--- src/rtl/pic_pkg.sv ---
// Shared types and helpers for the priority interrupt controller.
package pic_pkg;

  typedef enum logic [1:0] {
    ST_IDLE = 2'd0,
    ST_PEND = 2'd1,
    ST_ACK  = 2'd2
  } pic_state_e;

  localparam logic EOI_NONSPEC  = 1'b0;
  localparam logic EOI_SPECIFIC = 1'b1;

  // Rank 0 is the highest priority, i.e. the channel just after lp.
  function automatic int prio_rank(input int idx, input int lp, input int n);
    int r;
    r = idx + n - lp - 1;
    if (r >= n) r = r - n;
    return r;
  endfunction

endpackage

--- src/rtl/prio_resolver.sv ---
// Rotating find-first-set: scans from channel lp+1 upward, wrapping, to lp.
module prio_resolver #(
  parameter int N     = 8,
  parameter int IDX_W = 3
) (
  input  logic [N-1:0]     req,
  input  logic [IDX_W-1:0] lp,
  output logic             valid,
  output logic [IDX_W-1:0] idx
);

  always_comb begin
    int c;
    valid = 1'b0;
    idx   = '0;
    // Walk from lowest to highest priority so the last hit is the winner.
    for (int j = N - 1; j >= 0; j--) begin
      c = int'(lp) + 1 + j;
      if (c >= N) c = c - N;
      if (req[c[IDX_W-1:0]]) begin
        valid = 1'b1;
        idx   = c[IDX_W-1:0];
      end
    end
  end

endmodule

--- src/rtl/irq_prio_core.sv ---
// Fully nested rotating-priority interrupt controller with two-pulse acknowledge.
//   state | meaning
//   IDLE  | no request presented to the CPU
//   PEND  | INT asserted, waiting for first INTA
//   ACK   | winner (or spurious vector) latched, waiting for second INTA
module irq_prio_core
  import pic_pkg::*;
#(
  parameter int NUM_IRQ = 8,
  parameter int VEC_W   = 8,
  localparam int IDX_W  = $clog2(NUM_IRQ)
) (
  input  logic               CLK,
  input  logic               RESET,
  input  logic [NUM_IRQ-1:0] IRQ,
  input  logic               CFG_LEVEL,
  input  logic               CFG_AEOI,
  input  logic               CFG_ROTATE,
  input  logic [VEC_W-1:0]   VEC_BASE,
  input  logic               IMR_WE,
  input  logic [NUM_IRQ-1:0] IMR_DIN,
  input  logic               EOI_CMD,
  input  logic               EOI_SPEC,
  input  logic [IDX_W-1:0]   EOI_IDX,
  input  logic               INTA,
  output logic               INT,
  output logic [VEC_W-1:0]   VEC,
  output logic               VEC_VALID,
  output logic [NUM_IRQ-1:0] IRR,
  output logic [NUM_IRQ-1:0] ISR,
  output logic [NUM_IRQ-1:0] IMR
);

  localparam logic [NUM_IRQ-1:0] ONE      = NUM_IRQ'(1);
  localparam logic [VEC_W-1:0]   IDX_MASK = VEC_W'((1 << IDX_W) - 1);
  localparam logic [IDX_W-1:0]   LAST_IDX = IDX_W'(NUM_IRQ - 1);

  pic_state_e         state;
  logic [NUM_IRQ-1:0] irq_prev;
  logic [IDX_W-1:0]   lp;
  logic [IDX_W-1:0]   k;
  logic               spur;

  logic [NUM_IRQ-1:0] req_vec;
  logic               req_valid, isr_valid, win_valid;
  logic [IDX_W-1:0]   req_idx, isr_idx;
  logic               eoi_hit;
  logic [IDX_W-1:0]   eoi_idx;
  logic [NUM_IRQ-1:0] ack_set, eoi_clr, aeoi_clr, irr_n, isr_n;
  logic [IDX_W-1:0]   lp_n;

  assign req_vec = IRR & ~IMR;

  prio_resolver #(.N(NUM_IRQ), .IDX_W(IDX_W)) u_win (
    .req(req_vec), .lp(lp), .valid(req_valid), .idx(req_idx)
  );

  prio_resolver #(.N(NUM_IRQ), .IDX_W(IDX_W)) u_isr (
    .req(ISR), .lp(lp), .valid(isr_valid), .idx(isr_idx)
  );

  // A request only wins if it outranks everything already in service.
  assign win_valid = req_valid &&
    (!isr_valid || prio_rank(int'(req_idx), int'(lp), NUM_IRQ) <
                   prio_rank(int'(isr_idx), int'(lp), NUM_IRQ));

  always_comb begin
    eoi_hit = 1'b0;
    eoi_idx = isr_idx;
    if (EOI_CMD && ISR != '0) begin
      if (EOI_SPEC == EOI_SPECIFIC) begin
        if (int'(EOI_IDX) < NUM_IRQ) begin
          eoi_hit = 1'b1;
          eoi_idx = EOI_IDX;
        end
      end else begin
        eoi_hit = 1'b1;
      end
    end
  end

  always_comb begin
    ack_set  = '0;
    eoi_clr  = '0;
    aeoi_clr = '0;
    lp_n     = lp;
    if (state == ST_PEND && INTA && win_valid) ack_set = ONE << req_idx;
    if (eoi_hit) begin
      eoi_clr = ONE << eoi_idx;
      if (CFG_ROTATE) lp_n = eoi_idx;
    end
    if (state == ST_ACK && INTA && !spur && CFG_AEOI) begin
      aeoi_clr = ONE << k;
      if (CFG_ROTATE) lp_n = k;
    end
    // EOI sees the pre-acknowledge ISR; a fresh edge beats the acknowledge clear.
    isr_n = (ISR & ~eoi_clr & ~aeoi_clr) | ack_set;
    irr_n = CFG_LEVEL ? IRQ : ((IRR & ~ack_set) | (IRQ & ~irq_prev));
  end

  always_ff @(posedge CLK or negedge RESET) begin
    if (!RESET) begin
      irq_prev <= '0;
      IRR      <= '0;
      ISR      <= '0;
      IMR      <= '1;
      lp       <= LAST_IDX;
    end else begin
      irq_prev <= IRQ;
      IRR      <= irr_n;
      ISR      <= isr_n;
      lp       <= lp_n;
      if (IMR_WE) IMR <= IMR_DIN;
    end
  end

  always_ff @(posedge CLK or negedge RESET) begin
    if (!RESET) begin
      state     <= ST_IDLE;
      k         <= LAST_IDX;
      spur      <= 1'b0;
      INT       <= 1'b0;
      VEC       <= '0;
      VEC_VALID <= 1'b0;
    end else begin
      VEC_VALID <= 1'b0;
      case (state)
        ST_IDLE: begin
          if (INTA) begin
            state <= ST_ACK;
            k     <= LAST_IDX;
            spur  <= 1'b1;
            INT   <= 1'b0;
          end else if (win_valid) begin
            state <= ST_PEND;
            INT   <= 1'b1;
          end
        end
        ST_PEND: begin
          if (INTA) begin
            state <= ST_ACK;
            INT   <= 1'b0;
            k     <= win_valid ? req_idx : LAST_IDX;
            spur  <= !win_valid;
          end else if (!win_valid) begin
            state <= ST_IDLE;
            INT   <= 1'b0;
          end
        end
        ST_ACK: begin
          if (INTA) begin
            state     <= ST_IDLE;
            VEC       <= (VEC_BASE & ~IDX_MASK) | VEC_W'(k);
            VEC_VALID <= 1'b1;
          end
        end
        default: begin
          state <= ST_IDLE;
          INT   <= 1'b0;
        end
      endcase
    end
  end

endmodule

--- config.mk ---
export PLATFORM = sky130hd
export DESIGN_NAME = irq_prio_core
export DESIGN_NICKNAME = d
export VERILOG_FILES = /design/src/rtl/pic_pkg.sv /design/src/rtl/prio_resolver.sv /design/src/rtl/irq_prio_core.sv
export SDC_FILE = /design/constraint.sdc
export NUM_CORES = 1
export LEC_CHECK = 0
export CELL_PAD_IN_SITES_DETAIL_PLACEMENT = 0
export CELL_PAD_IN_SITES_GLOBAL_PLACEMENT = 1
export CORE_AREA = 2 2 111 124
export DETAILED_ROUTE_END_ITERATION = 7
export DIE_AREA = 0 0 113 126
export PLACE_DENSITY = 0.85
export REMOVE_ABC_BUFFERS = 1
export SETUP_SLACK_MARGIN = 0.3
export SLEW_MARGIN = 20
export SYNTH_ARGS = -nofsm -noshare
export SYNTH_HDL_FRONTEND = slang
export SYNTH_SLANG_ARGS = --single-unit
--- constraint.sdc ---
create_clock -name CLK -period 7.4 [get_ports CLK]
set_clock_uncertainty 0.05 [all_clocks]
set_input_delay 1.11 -clock CLK [delete_from_list [all_inputs] [get_ports CLK]]
set_output_delay 1.11 -clock CLK [all_outputs]
set_load 0.03 [all_outputs]
### Word level (Yosys, flattened, before mapping)

Cells that the tools add are included.
W data, S select, Z words.

| word-level totals | value |
|---|---|
| logic and storage cells | 201 |
| output and inout port bits | 34 |
| register bits | 51 |
| bits of input ports | 36 |

| operators by class | value |
|---|---|
| multiplexer cells | 105 |
| equality and inequality tests | 7 |
| bitwise logic cells | 14 |
| $add $sub $neg | 24 |
| shift-type cells | 3 |
| reduce and logical (&&, ||, !) cells | 18 |
| $lt $le $gt $ge | 19 |

Operator list:

| operator | number |
|---|---|
| $ge A32 B5 Y1 const B | 7 |
| $mux W3 | 33 |
| $mux W32 | 2 |
| $bmux W1 S3 | 16 |
| $mux W1 | 41 |
| $and A8 B8 Y8 | 5 |
| $not A8 Y8 | 5 |
| $lt A3 B4 Y1 const B | 8 |
| $lt A32 B32 Y1 | 1 |
| $mux W8 | 4 |
| $shl A1 B3 Y8 const A | 3 |
| $sub A3 B1 Y3 const B | 8 |
| $add A4 B3 Y5 const B | 4 |
| $or A8 B8 Y8 | 2 |
| $sub A7 B5 Y8 const B | 2 |
| $ge A7 B5 Y1 const B | 2 |
| $sub A6 B2 Y7 const B | 2 |
| $sub A5 B3 Y6 | 2 |
| $add A3 B4 Y5 const B | 2 |
| $add A4 B2 Y5 const B | 2 |
| $mux W2 | 5 |
| $reduce_and A3 Y1 | 3 |
| $or A8 B3 Y8 | 1 |
| $reduce_bool A8 Y1 | 1 |
| other kinds (18) | 29 |

### Longest topological paths before layout

| depth | value |
|---|---|
| depth in word-level cells | 28 |
| gate-level depth with buffers | 34 |
| depth with buffers taken out | 26 |

### By module

From an unflattened synthesis, not the netlist that was laid out.

| unflattened totals | value |
|---|---|
| cells, all modules | 474 |
| area total of the unflattened synthesis | 4665.7 um^2 |

Modules (own cells, without submodules):

| module | times used | sequential area each (um^2) | area an instance (um^2) | cells an instance |
|---|---|---|---|---|
| irq_prio_core | 1 | 1293.7 | 2896.5 | 278 |
| prio_resolver | 2 | 0.0 | 884.6 | 98 |

### Worst setup path after synthesis

Ideal clock, no wire load.

| timing path | value |
|---|---|
| kind | register to register |
| start | register (tool-made name) |
| end | register IRR[3] |
| data arrival time | 7126 ps |
| buffers on the path | 7 |
| setup slack | 102 ps |
| data required time | 7228 ps |
| library setup time | 122 ps |
| clock period less this slack | 7298 ps |
| stages on the path, launching flop included | 31 |
| cell sequence | dfstp_2 buf_4 buf_2 inv_1 buf_2 buf_2 ha_1 buf_6 inv_1 buf_6 mux4_1 a21o_1 a21oi_1 o211ai_1 a222oi_1 inv_2 fa_1 ha_1 nand2_1 or2_2 clkbuf_1 ha_1 o21ai_0 ha_1 a21oi_1 o21ai_0 a31oi_1 o21bai_1 nor3_1 or3b_1 a32o_1 |

RTL lines:

| item | RTL line | source |
|---|---|---|
| end signal: assignment | irq_prio_core.sv:110 | `IRR <= irr_n;` |
| end: declaration | irq_prio_core.sv:29 | `output logic [NUM_IRQ-1:0] IRR,` |

==> metrics.cfg <==
[drt]
wl_per_cell_um = 18.1
drt-total-wl_um = 13900
vias = 4443
dr.pass1.iters = 4
route.detailed.drc = 0
first_iter_violations = 256
ant_nets = 0
routed_via_density = 5.81

[job]
maxCapViolCount = 0

[finish]
nets = 660
final_util_pct = 45.6
fill_cells = 1211
antennaDiodeCount = 0
multi_input_area_um2 = 3350
seq_area_um2 = 1290
syn2layout_area_growth_pct = 22.4
layout-drive-gt1-share_pct = 17.7

[worst_setup_path]
critPathSlowestCell = fa_1
worstPathBufferInverterCount = 4
critPathMaxStageDelay_ns = 0.57
start_kind = flop
cpMostUsedCell = ha_1
critical-path-top-delay-family = compound AO/OA/AOI/OAI gates
cp.required_ns = 7.52
arrival_ns = 6.86
crit_type = flop to flop
cp_max_fo = 29
r2r_slack_ns = 0.66
path_cells = inv_1 -> ha_2 -> buf_12 -> mux2_2 -> mux4_2 -> a21oi_1 -> o211ai_1 -> a222oi_1 -> inv_2 -> fa_1 -> ha_1 -> nand2_1 -> or2_2 -> ha_1 -> o21ai_0 -> ha_1 -> a21oi_1 -> o21ai_0 -> a31oi_1 -> o21bai_1 -> nor3_1 -> buf_4 -> or3b_1 -> a32o_1
crit_path_end_kind = flop

[placed_design]
preCtsSetupSlack_ns = 0.376
place_congestion = 0.884
io_buffers = 66
hpwl_um = 10400

[sta]
clock.fmax_ghz = 0.148
setup_viol = 0
report.final.slew_viol_count = 0
grt_setup_unrepaired = false
setup_slack_ns = 0.661
slew-limit-headroom_pct = 56.3
min_period_ns = 6.74
finalHoldViolations = 0
final.period_utilization_pct = 91.1
tightest_slew_ns = 0.653

[clock_network]
cts_tree = done
cts.sinks = 51
cts_buffers = 5
cts_root_buf = clkbuf_16
ctsHoldBuffers = 0
worstSkewPairLatency_ns = 0.29
clk_pin_slew_ns = 0.07
htree_levels = 2
ctsLongestPathBuffers = 2

[yosys]
async_reset_ff_share_pct = 100
yosys-top-cells-area = dfrtp_1 19%, mux4_2 8.4%, dfstp_2 7.6%, nand2_1 6.3%, mux2_2 5.1%
ys.flop_type = dfrtp_1
syn_area_um2 = 4840
syn_inst = 539
netlist.area_leader.share_pct = 19.1
synth.ff_latch_count = 51
synth_area_per_cell_um2 = 8.99
synth_enable_flop_cells = 0
synth_top_area_cell = dfrtp_1
yosys_warnings = 0
seq_area_frac_synth_pct = 26.7
yosysMostFrequentCell = nand2_1
synth_common_cells = 81 x nand2_1, 41 x nor2_1, 37 x dfrtp_1
synthDistinctLibCells = 66

[floorplan]
num_io_pins = 70
num_rows = 44
start_util_pct = 37.3
dieArea_um2 = 14200
die_h_um = 126
die_w_um = 113
core_area_um2 = 13000

[grt]
busiest_layer = met2
grt-ovfl-total = 0
grt_pass1_vias = 4486
met2_usage_pct = 33.8
track_usage_pct = 19.4
use_met3_pct = 2.21
grt_use_met1_pct = 24.6
antenna_found_initial = 0
grt_pass1_wl_um = 22500
grt_max_degree = 52

[worst_hold_path]
hp-class = flop to flop

[outcome]
outcome = complete, no violations

## cell type report
cell class / instances / share of cell area (%)
clock inverter: 2 / 0.654
tap: 161 / 3.40
sequential: 51 / 21.8
timing repair buffer: 86 / 13.9
multi-input combinational: 438 / 56.5
clock buffer: 6 / 2.34
inverter: 21 / 1.39
## routing by layer
layer	up-vias	routed length (µm)
met5	-	0
met4	0	400
met3	35	639
met2	128	7110
met1	2165	5720
li1	2115	-
## per-stage QoR
step / hold WS [ns] / instances / area [µm²] / TNS [ns]
floorplan: 0.417 / 510 / 4680 / -19.81
global placement: 0.409 / 752 / 5660 / 0
detailed placement: 0.414 / 752 / 5660 / 0
CTS: 0.441 / 760 / 5830 / 0
global route: 0.467 / 765 / 5930 / 0
finish: 0.436 / 765 / 5930 / 0
## worst paths after layout
path	start	end	cells after the start
max	flop	IRR[3]	24
min	VEC[1]	VEC[1]	2
max reg2reg	flop	IRR[3]	24
min reg2reg	VEC[1]	VEC[1]	2
max in group asynchronous	RESET	ISR[1]	1
min in group asynchronous	RESET	irq_prev[7]	1
## worst register-to-register path, stage by stage, from the launching register on
cell and delay, ns:
dfstp_2 0.54, inv_1 0.06, ha_2 0.42, buf_12 0.21
mux2_2 0.37, mux4_2 0.55, a21oi_1 0.15, o211ai_1 0.11
a222oi_1 0.46, inv_2 0.16, fa_1 0.57, ha_1 0.19
nand2_1 0.08, or2_2 0.32, ha_1 0.30, o21ai_0 0.18
ha_1 0.27, a21oi_1 0.13, o21ai_0 0.10, a31oi_1 0.21
o21bai_1 0.15, nor3_1 0.20, buf_4 0.17, or3b_1 0.39
a32o_1 0.28
## kinds of logic (layout without fill, tap and decap cells)
kind of cell               after synthesis  count (layout)  share of synthesized area, %
DFF                                     51              51                          26.7
muxes                                   68              68                          21.0
adders and majority gates               21              21                          5.74
AOI/OAI and AO/OA                      117             117                          16.4
xor gates and xnor gates                16              16                          3.51
and+or+nand+nor                        216             216                          21.8
buffers and inverters                   50             115                          4.93
## repair_timing
item,CTS,global route
endpoints found under the hold margin,0,0
setup buffers,0,5
setup endpoints to repair,0,5
resized for setup,0,13
## sequential cells by signal, summed over array words and instances, names as in the netlist, named ones only
name,flops
IMR,8
INT,1
IRR,8
ISR,8
VEC,8
VEC_VALID,1
irq_prev,8
k,3
lp,1
spur,1
state,2
## layout by cell type (no fill, tap or decap), drive strengths merged, types with 5 or more instances in the layout
cell,instances
nand2b,16
xor2,7
mux2i,23
nor4,5
mux2,22
clkdlybuf4s50,65
nand3,16
nand4,6
dfstp,14
o21ai,37
xnor2,7
inv,20
nand2,81
ha,19
nor2,41
dfrtp,37
o211ai,6
nor2b,17
clkbuf,6
a21oi,18
mux4,23
nand3b,7
buf,21
nor3,5
Power is left out: the tool's default activity adds up to more than one toggle a clock period on the data nets, which glitch-free logic cannot reach.
